$ cat src/rtl/grid_renderer.sv
// Grid bitmap to pixel-stream renderer: free-running video timing, per-frame bitmap snapshot, 2-stage output pipe.
// Optional GRID_RENDERER_GRIDLINES_EN draws a 1-pixel border on the top and left of every cell.
module grid_renderer #(
    parameter int unsigned GRID_ROWS = 30,
    parameter int unsigned GRID_COLS = 40,
    parameter int unsigned CELL_W    = 10,
    parameter int unsigned CELL_H    = 12,
    parameter int unsigned H_TOTAL   = 512,
    parameter int unsigned H_BP      = 32,
    parameter int unsigned V_TOTAL   = 400,
    parameter int unsigned V_BP      = 16,
    parameter logic [23:0] ON_COLOR  = 24'hFFFFFF,
    parameter logic [23:0] OFF_COLOR = 24'h000000
`ifdef GRID_RENDERER_GRIDLINES_EN
    ,
    parameter logic [23:0] GRID_COLOR = 24'h404040
`endif
) (
    input  logic                           clk,
    input  logic                           reset_n,
    input  logic [GRID_ROWS*GRID_COLS-1:0] grid_ram,
    output logic [23:0]                    vid_rgb,
    output logic                           vid_de,
    output logic                           vid_hs,
    output logic                           vid_vs
);
    localparam int unsigned H_ACTIVE = GRID_COLS * CELL_W;
    localparam int unsigned V_ACTIVE = GRID_ROWS * CELL_H;
    localparam int unsigned NCELL    = GRID_ROWS * GRID_COLS;
    localparam int unsigned HW       = $clog2(H_TOTAL + 1);
    localparam int unsigned VW       = $clog2(V_TOTAL + 1);
    localparam int unsigned PXW      = (CELL_W > 1)    ? $clog2(CELL_W)    : 1;
    localparam int unsigned LNW      = (CELL_H > 1)    ? $clog2(CELL_H)    : 1;
    localparam int unsigned COLW     = (GRID_COLS > 1) ? $clog2(GRID_COLS) : 1;
    localparam int unsigned ROWW     = (GRID_ROWS > 1) ? $clog2(GRID_ROWS) : 1;
    localparam int unsigned BW       = (NCELL > 1)     ? $clog2(NCELL)     : 1;

    localparam logic [HW-1:0]   H_LAST    = HW'(H_TOTAL - 1);
    localparam logic [HW-1:0]   H_ACT_LO  = HW'(H_BP);
    localparam logic [HW-1:0]   H_ACT_END = HW'(H_BP + H_ACTIVE - 1);
    localparam logic [VW-1:0]   V_LAST    = VW'(V_TOTAL - 1);
    localparam logic [VW-1:0]   V_ACT_LO  = VW'(V_BP);
    localparam logic [VW-1:0]   V_ACT_END = VW'(V_BP + V_ACTIVE - 1);
    localparam logic [PXW-1:0]  PX_LAST   = PXW'(CELL_W - 1);
    localparam logic [LNW-1:0]  LN_LAST   = LNW'(CELL_H - 1);
    localparam logic [COLW-1:0] COL_LAST  = COLW'(GRID_COLS - 1);
    localparam logic [ROWW-1:0] ROW_LAST  = ROWW'(GRID_ROWS - 1);
    localparam logic [BW-1:0]   ROW_STEP  = BW'(GRID_COLS);

    logic [HW-1:0]    h_cnt;
    logic [VW-1:0]    v_cnt;
    logic [PXW-1:0]   px_in_cell;
    logic [COLW-1:0]  col;
    logic [LNW-1:0]   ln_in_cell;
    logic [ROWW-1:0]  row;
    logic [BW-1:0]    row_base;
    logic [NCELL-1:0] snap;

    logic             active_c;
    logic             line_end_c;
    logic             frame_start_c;
    logic [BW-1:0]    cell_idx_c;
    logic [23:0]      pix_c;

    logic             act_q;
    logic             bit_q;
    logic             hs_q;
    logic             vs_q;

    always_comb begin
        active_c      = (h_cnt >= H_ACT_LO) && (h_cnt <= H_ACT_END) &&
                        (v_cnt >= V_ACT_LO) && (v_cnt <= V_ACT_END);
        line_end_c    = (h_cnt == H_ACT_END) && (v_cnt >= V_ACT_LO) && (v_cnt <= V_ACT_END);
        frame_start_c = (h_cnt == '0) && (v_cnt == '0);
        cell_idx_c    = row_base + BW'(col);
    end

    // Raster counters
    always_ff @(posedge clk or negedge reset_n) begin
        if (!reset_n) begin
            h_cnt <= '0;
            v_cnt <= '0;
        end else if (h_cnt == H_LAST) begin
            h_cnt <= '0;
            v_cnt <= (v_cnt == V_LAST) ? '0 : v_cnt + VW'(1);
        end else begin
            h_cnt <= h_cnt + HW'(1);
        end
    end

    // Horizontal cell tracking; exact multiples mean both trackers land back on 0 at line end
    always_ff @(posedge clk or negedge reset_n) begin
        if (!reset_n) begin
            px_in_cell <= '0;
            col        <= '0;
        end else if (h_cnt == '0) begin
            px_in_cell <= '0;
            col        <= '0;
        end else if (active_c) begin
            if (px_in_cell == PX_LAST) begin
                px_in_cell <= '0;
                col        <= (col == COL_LAST) ? '0 : col + COLW'(1);
            end else begin
                px_in_cell <= px_in_cell + PXW'(1);
            end
        end
    end

    // Vertical cell tracking; row_base replaces a row*GRID_COLS multiply
    always_ff @(posedge clk or negedge reset_n) begin
        if (!reset_n) begin
            ln_in_cell <= '0;
            row        <= '0;
            row_base   <= '0;
        end else if (frame_start_c) begin
            ln_in_cell <= '0;
            row        <= '0;
            row_base   <= '0;
        end else if (line_end_c) begin
            if (ln_in_cell == LN_LAST) begin
                ln_in_cell <= '0;
                if (row == ROW_LAST) begin
                    row      <= '0;
                    row_base <= '0;
                end else begin
                    row      <= row + ROWW'(1);
                    row_base <= row_base + ROW_STEP;
                end
            end else begin
                ln_in_cell <= ln_in_cell + LNW'(1);
            end
        end
    end

    // Frame-coherent copy of the bitmap
    always_ff @(posedge clk or negedge reset_n) begin
        if (!reset_n) begin
            snap <= '0;
        end else if (frame_start_c) begin
            snap <= grid_ram;
        end
    end

    // Stage 1: cell lookup and timing flags
    always_ff @(posedge clk or negedge reset_n) begin
        if (!reset_n) begin
            act_q <= 1'b0;
            bit_q <= 1'b0;
            hs_q  <= 1'b0;
            vs_q  <= 1'b0;
        end else begin
            act_q <= active_c;
            bit_q <= snap[cell_idx_c];
            hs_q  <= (h_cnt == '0);
            vs_q  <= frame_start_c;
        end
    end

`ifdef GRID_RENDERER_GRIDLINES_EN
    logic edge_q;

    always_ff @(posedge clk or negedge reset_n) begin
        if (!reset_n) begin
            edge_q <= 1'b0;
        end else begin
            edge_q <= (px_in_cell == '0) || (ln_in_cell == '0);
        end
    end
`endif

    always_comb begin
        pix_c = 24'h0;
        if (act_q) begin
            pix_c = bit_q ? ON_COLOR : OFF_COLOR;
`ifdef GRID_RENDERER_GRIDLINES_EN
            if (edge_q) begin
                pix_c = GRID_COLOR;
            end
`endif
        end
    end

    // Stage 2: registered outputs
    always_ff @(posedge clk or negedge reset_n) begin
        if (!reset_n) begin
            vid_rgb <= 24'h0;
            vid_de  <= 1'b0;
            vid_hs  <= 1'b0;
            vid_vs  <= 1'b0;
        end else begin
            vid_rgb <= pix_c;
            vid_de  <= act_q;
            vid_hs  <= hs_q;
            vid_vs  <= vs_q;
        end
    end

endmodule

$ cat config.mk
export PLATFORM = sky130hd
export DESIGN_NAME = grid_renderer
export DESIGN_NICKNAME = d
export VERILOG_FILES = /design/src/rtl/grid_renderer.sv
export SDC_FILE = /design/constraint.sdc
export NUM_CORES = 2
export LEC_CHECK = 0
export CAP_MARGIN = 40
export CORE_AREA = 5 5 478 480
export CTS_CLUSTER_SIZE = 25
export DETAILED_ROUTE_END_ITERATION = 8
export DIE_AREA = 0 0 483 485
export SYNTH_ARGS = -nofsm -noshare
export SYNTH_HDL_FRONTEND = slang
export SYNTH_SLANG_ARGS = --single-unit
$ cat constraint.sdc
create_clock -name clk -period 7.6 [get_ports clk]
set_input_delay 0.76 -clock clk [delete_from_list [all_inputs] [get_ports clk]]
set_output_delay 0.76 -clock clk [all_outputs]
set_load 0.02 [all_outputs]
# Word-level counts from Yosys, hierarchy flattened
# Cells that the tools add are included.
[op_classes]
add_sub_neg = 8
mul = 0
shift = 0
n_eq_ne = 7
n_bitwise = 0
n_mux = 24
div = 0
magnitude_cmp = 5
n_reduce_logical = 14
[ops]
columns = ["op", "n"]
rows = [
  ["24-bit two-way mux", 2],
  ["11-bit two-way mux", 4],
  ["4-bit two-way mux", 6],
  ["6-bit two-way mux", 4],
  ["10-bit by 9-bit == test with 1-bit output (second input constant)", 2],
  ["5-bit two-way mux", 4],
  ["11-bit by 12-bit less-than comparator with 1-bit output (second input constant)", 1],
  ["11-bit by 6-bit adder with 11-bit output", 1],
  ["11-bit by 6-bit adder with 11-bit output (second input constant)", 1],
  ["1-bit binary-select mux with 11-bit select", 1],
  ["10-bit by 1-bit adder with 10-bit output (second input constant)", 1],
  ["10-bit by 6-bit greater-or-equal comparator with 1-bit output (second input constant)", 1],
  ["10-bit by 9-bit less-or-equal comparator with 1-bit output (second input constant)", 1],
  ["10-bit logical NOT", 1],
  ["10-bit two-way mux", 1],
  ["9-bit by 1-bit adder with 9-bit output (second input constant)", 1],
  ["9-bit == test (second input constant)", 1],
  ["9-bit by 5-bit greater-or-equal comparator with 1-bit output (second input constant)", 1],
  ["9-bit less-or-equal comparator (second input constant)", 1],
  ["9-bit logical NOT", 1],
  ["9-bit two-way mux", 1],
  ["4-bit by 1-bit adder with 4-bit output (second input constant)", 2],
  ["4-bit == test (second input constant)", 2],
  ["2-bit nonzero test", 4],
  ["7 further kinds", 13],
]
[word_totals]
regBits = 1280
mem_bits_ro = 0
ram_bits = 0
latchBits = 0
mem_count = 0

# Logic depth before layout (Yosys ltp)
[depth]
word_depth = 6
mapped_depth = 14
depth_no_buf = 10

# Least setup slack after synthesis
# Ideal clock, no wire load.
[synth_timing]
path_type = "register to register"
startpoint = "register col[4]"
endpoint = "register bit_q"
required_time_ps = 7531
n_path_buf = 1
synth_period_minus_slack_ps = 2609
slack_ps = 4991
stages_incl_launch_ff = 12
t_arrival_ps = 2540
path_cell_list = "dfrtp_1 -> ha_1 -> a21o_1 -> a21oi_2 -> xnor2_1 -> clkbuf_8 -> nor2_1 -> o211ai_1 -> a31oi_1 -> o32ai_1 -> o221ai_1 -> nand3_1"
[synth_via]
elab_chain_cells = 3
[synth_lines]
columns = ["item", "line", "rtl"]
rows = [
  ["start, declared", "53", "logic [COLW-1:0] col;"],
  ["start signal, assigned", "102", "col <= (col == COL_LAST) ? '0 : col + COLW'(1);"],
  ["11-bit by 6-bit adder with 11-bit output", "75", "cell_idx_c = row_base + BW'(col);"],
  ["1-bit binary-select mux with 11-bit select", "153", "bit_q <= snap[cell_idx_c];"],
  ["1-bit two-way mux (implied by the code)", "153", ""],
  ["end signal, assigned", "153", ""],
  ["end, declared", "66", "logic bit_q;"],
]
# No other way between the ends. The select of a mux whose other input is x is not followed.
# A chain may end at the register's enable or synchronous reset.

# Final worst setup path
[layout_timing]
startpoint = "register h_cnt[5]"
endpoint = "register snap[20]"
[layout_via]
elab_chain_cells = 2
[layout_lines]
columns = ["item", "line", "rtl"]
rows = [
  ["start, declared", "50", "logic [HW-1:0] h_cnt;"],
  ["start signal, assigned", "87", "h_cnt <= h_cnt + HW'(1);"],
  ["10-bit logical NOT", "74", "frame_start_c = (h_cnt == '0) && (v_cnt == '0);"],
  ["1-bit logical AND", "74", ""],
  ["end signal, assigned", "140", "snap <= grid_ram;"],
  ["end, declared", "57", "logic [NCELL-1:0] snap;"],
]
# No other way between the ends.

==> metrics.csv <==
stage,metric,value,unit
cts,"Setup Fix Bufs, Post-CTS",0,
status,failing checks,slew limit,
drt,Vias per Instance,4.707,
placed_design,GP Congestion,0.9006,
hold_path,WHS Endpoint,vid_vs$_DFF_PN0_,
power_and_ir_drop,total power,0.01608,W
hold_path,hold depth,0,
drt,Detail Route Antenna Nets,0,
timing,Max Freq,0.2290,GHz
yosys,most common cell in the netlist,nand2_1,
power_and_ir_drop,clock group share of total power,46.6,%
yosys,synth warn,0,
global_routing,GRT Residual Overflow,0,
yosys,post-synthesis register bit count,1254,
global_routing,Total GRT Usage,21.26,%
yosys,Yosys top cell area share,54.09,%
global_routing,first-pass GRT wire length,363200,um
cells_and_area,Util after Layout,34.90,%
timing,Rel. slew slack,-1.878,%
timing,setup slack after layout,3.234,ns
yosys,mean post-synth cell area,9.469,um^2
critical_path,Startpoint Class,register,
power_and_ir_drop,combinational power share,8.6,%
yosys,Synthesized Nets,7341,
cells_and_area,share of cells above drive strength 1,8.655,%
timing,Clock Skew,0.03108,ns
critical_path,CP Max Fanout,252,
cts,CTS tree,yes,
cells_and_area,multi-input logic area,24420,um^2
drt,drt drc,0,
yosys,adder-cell share of the synthesized area,0.2588,%
cts,number of buffers created by CTS,150,
power_and_ir_drop,Sw Ratio,23.95,%
drt,routed vias,48610,
floorplan,full die area,234300,um^2
yosys,Synth Instances,6127,
yosys,largest cells by area after synthesis,"dfrtp_1 54%, nand2_1 24%, mux4_2 10%",
drt,first-pass detailed-route iteration total,6,
critical_path,kind of critical path,reg -> reg,
floorplan,IO Pins,1229,
critical_path,critical path launch point,h_cnt[5]$_DFF_PN0_,
cells_and_area,FF+latch area,31390,um^2
status,outcome,"finished, violations left",
power_and_ir_drop,maximum vdd drop,0.1507,mV
timing,Period minus WS final,4.366,ns
global_routing,largest net degree at the start of global routing,253,
cts,Clock Latency Late Sink,0.80,ns
yosys,XOR/XNOR Fraction of Synth Area,0.3300,%
global_routing,vias in the first global route,50600,
timing,Fin Setup TNS,0,ns
cells_and_area,Layout fillers,22930,
floorplan,core area,223800,um^2
power_and_ir_drop,Flop pwr share,44.9,%
placed_design,Final HPWL DP,193600,um
floorplan,die width,483,um
timing,final hold vios,0,
hold_path,hold crit path type,reg -> reg,
critical_path,CP required,8.25,ns
hold_path,hold path start,vs_q$_DFF_PN0_,
yosys,fraction of the mapped netlist area in simple logic gates,25.64,%
critical_path,crit end category,register,
cts,Sink Count,1254,
floorplan,Die Y,485,um
power_and_ir_drop,Net Sw Power,0.003851,W
cts,Clock Path Buffers,3,
global_routing,initial antenna violation count,64,
cells_and_area,Final nets,8392,
critical_path,RR Startpoint,h_cnt[5]$_DFF_PN0_,
timing,max-slew violation count,55,
timing,setup violators final,0,
cts,htree depth,4,
power_and_ir_drop,internal power,0.01223,W
timing,worst-margin pin slew,1.528,ns
yosys,Post-synth top flop,dfrtp_1,
yosys,Post-synth EDFFs,0,
yosys,largest family of logic cells by synthesized area,simple AND/OR/NAND/NOR gates,
yosys,commonest cells in the netlist,"3673 x nand2_1, 1254 x dfrtp_1, 268 x mux4_2",
yosys,Synth Area in Compound Gates,2.383,%
power_and_ir_drop,leak pwr,35.45,nW
critical_path,R2R cell count,7,
yosys,Mapped Area,58020,um^2
critical_path,worst r2r dst,snap[20]$_DFFE_PN0P_,
power_and_ir_drop,PwrDens,205.9,nW/um^2
cts,"Reg clk slew, reported paths",0.06,ns
floorplan,row count,174,
drt,DR WL/cell,24.76,um
placed_design,I/O Buffers,1228,
yosys,largest area contributor in the netlist,dfrtp_1,
yosys,sequential share of the synthesized area,54.09,%
floorplan,initial core utilization,25.92,%
critical_path,Worst R2R Setup Slack,3.23,ns
placed_design,Post-Place Worst Slack,3.228,ns
drt,final wirelength,255700,um
cts,clock tree root buffer cell,clkbuf_16,
timing,RSZ-0062 raised after global routing,no,
job,maxcap violations,0,
cells_and_area,Area Growth Syn to Fin,34.64,%
critical_path,Arrival @ worst endpoint,5.02,ns
yosys,Synth async-reset ratio,100.0,%
yosys,post-synth cell types,77,
drt,initial DRC count,3901,
yosys,multiplexer share of the synthesized area,13.23,%
timing,fin crit share,57.45,%
## registers in the layout, summed over array words and instances, names as in the netlist, 4 cells and up
| name | count |
|---|---|
| v_cnt | 9 |
| px_in_cell | 4 |
| row | 5 |
| ln_in_cell | 4 |
| snap | 1200 |
| h_cnt | 10 |
| col | 6 |
| row_base | 8 |
## logic make-up after synthesis
family	Yosys count
muxes	353
xor gates and xnor gates	21
buffers and inverters	414
AOI/OAI and AO/OA	206
DFF	1254
and+or+nand+nor	3867
adders and majority gates	12
## per-layer routing
metal	share of wire [%]	up-vias	routed length (um)	global-route usage, %
met1	43	24490	108700	27.67
met5	0.080	-	204	0
met3	6.6	366	17000	4.916
met4	3.4	30	8641	7.208
li1	-	21960	-	-
met2	47	1769	121100	34.89
## worst max-delay path by stage
stage,to,slack (ns),cells after the start
CTS,bit_q$_DFF_PN0_,3.20,10
detailed placement,bit_q$_DFF_PN0_,3.23,10
global route,bit_q$_DFF_PN0_,3.10,10
global placement,bit_q$_DFF_PN0_,3.21,10
finish,snap[20]$_DFFE_PN0P_,3.23,7
floorplan,bit_q$_DFF_PN0_,4.99,11
## layout by cell type (no fill, tap or decap), types with 19 or more instances in the layout
master              n
clkbuf_8           32
clkdlybuf4s50_1  1227
clkbuf_16         155
nor2_1             49
dfrtp_1          1251
clkbuf_1           29
o21ai_0            50
mux4_1             46
mux4_2            268
a22oi_1            20
nor3_1             26
nand2_1          3671
o22ai_1            39
a21oi_1            19
buf_12             20
buf_4              49
nand3_1            25
diode_2            44
mux2i_1            29
## power groups by stage
| stage | combinational (W) | sequential [W] | clock, W |
|---|---|---|---|
| final | 0.00138 | 0.00721 | 0.00749 |
| after global routing | 0.00151 | 0.00724 | 0.00796 |
| after CTS | 0.00142 | 0.00721 | 0.00770 |
| after detailed placement | 0.00141 | 0.00733 | 0 |
| after global placement | 0.00140 | 0.00731 | 0 |
| after floorplan | 0.000361 | 0.00723 | 0 |
## stage by stage
stage	instances	hold WS, ns	cell area, um^2
6_report	10330	0.3687	78110
5_1_grt	10320	0.3783	78080
4_1_cts	10280	0.3570	78000
3_5_place_dp	10020	0.3661	72850
3_3_place_gp	10010	0.3707	72640
2_1_floorplan	6127	0.3312	58020
## critical path, cell delays in order (launching register included)
cell and delay, ns:
dfrtp_1 0.44, nor4_1 0.61, and3_1 0.70, nand3_4 0.65
buf_12 0.48, buf_12 0.33, nand2_1 0.33, nand2_1 0.09
## area by class of cell
type	instances	area share [%]
flip-flops and latches	1254	40.19
multi-input cells	4459	31.26
repair buffers	1306	17.01
clock buffers	216	5.669
well taps	2992	4.792
clock inverters	49	0.9146
diodes	44	0.1410
inverters	7	0.03364
## timing repair
action / CTS / global route
hold buffers: 1 / 0
hold endpoints to repair: 108 / 0
gates resized for setup: 0 / 0
setup endpoints to repair: 0 / 0
Note: power is estimated with default switching activity, not from simulation.
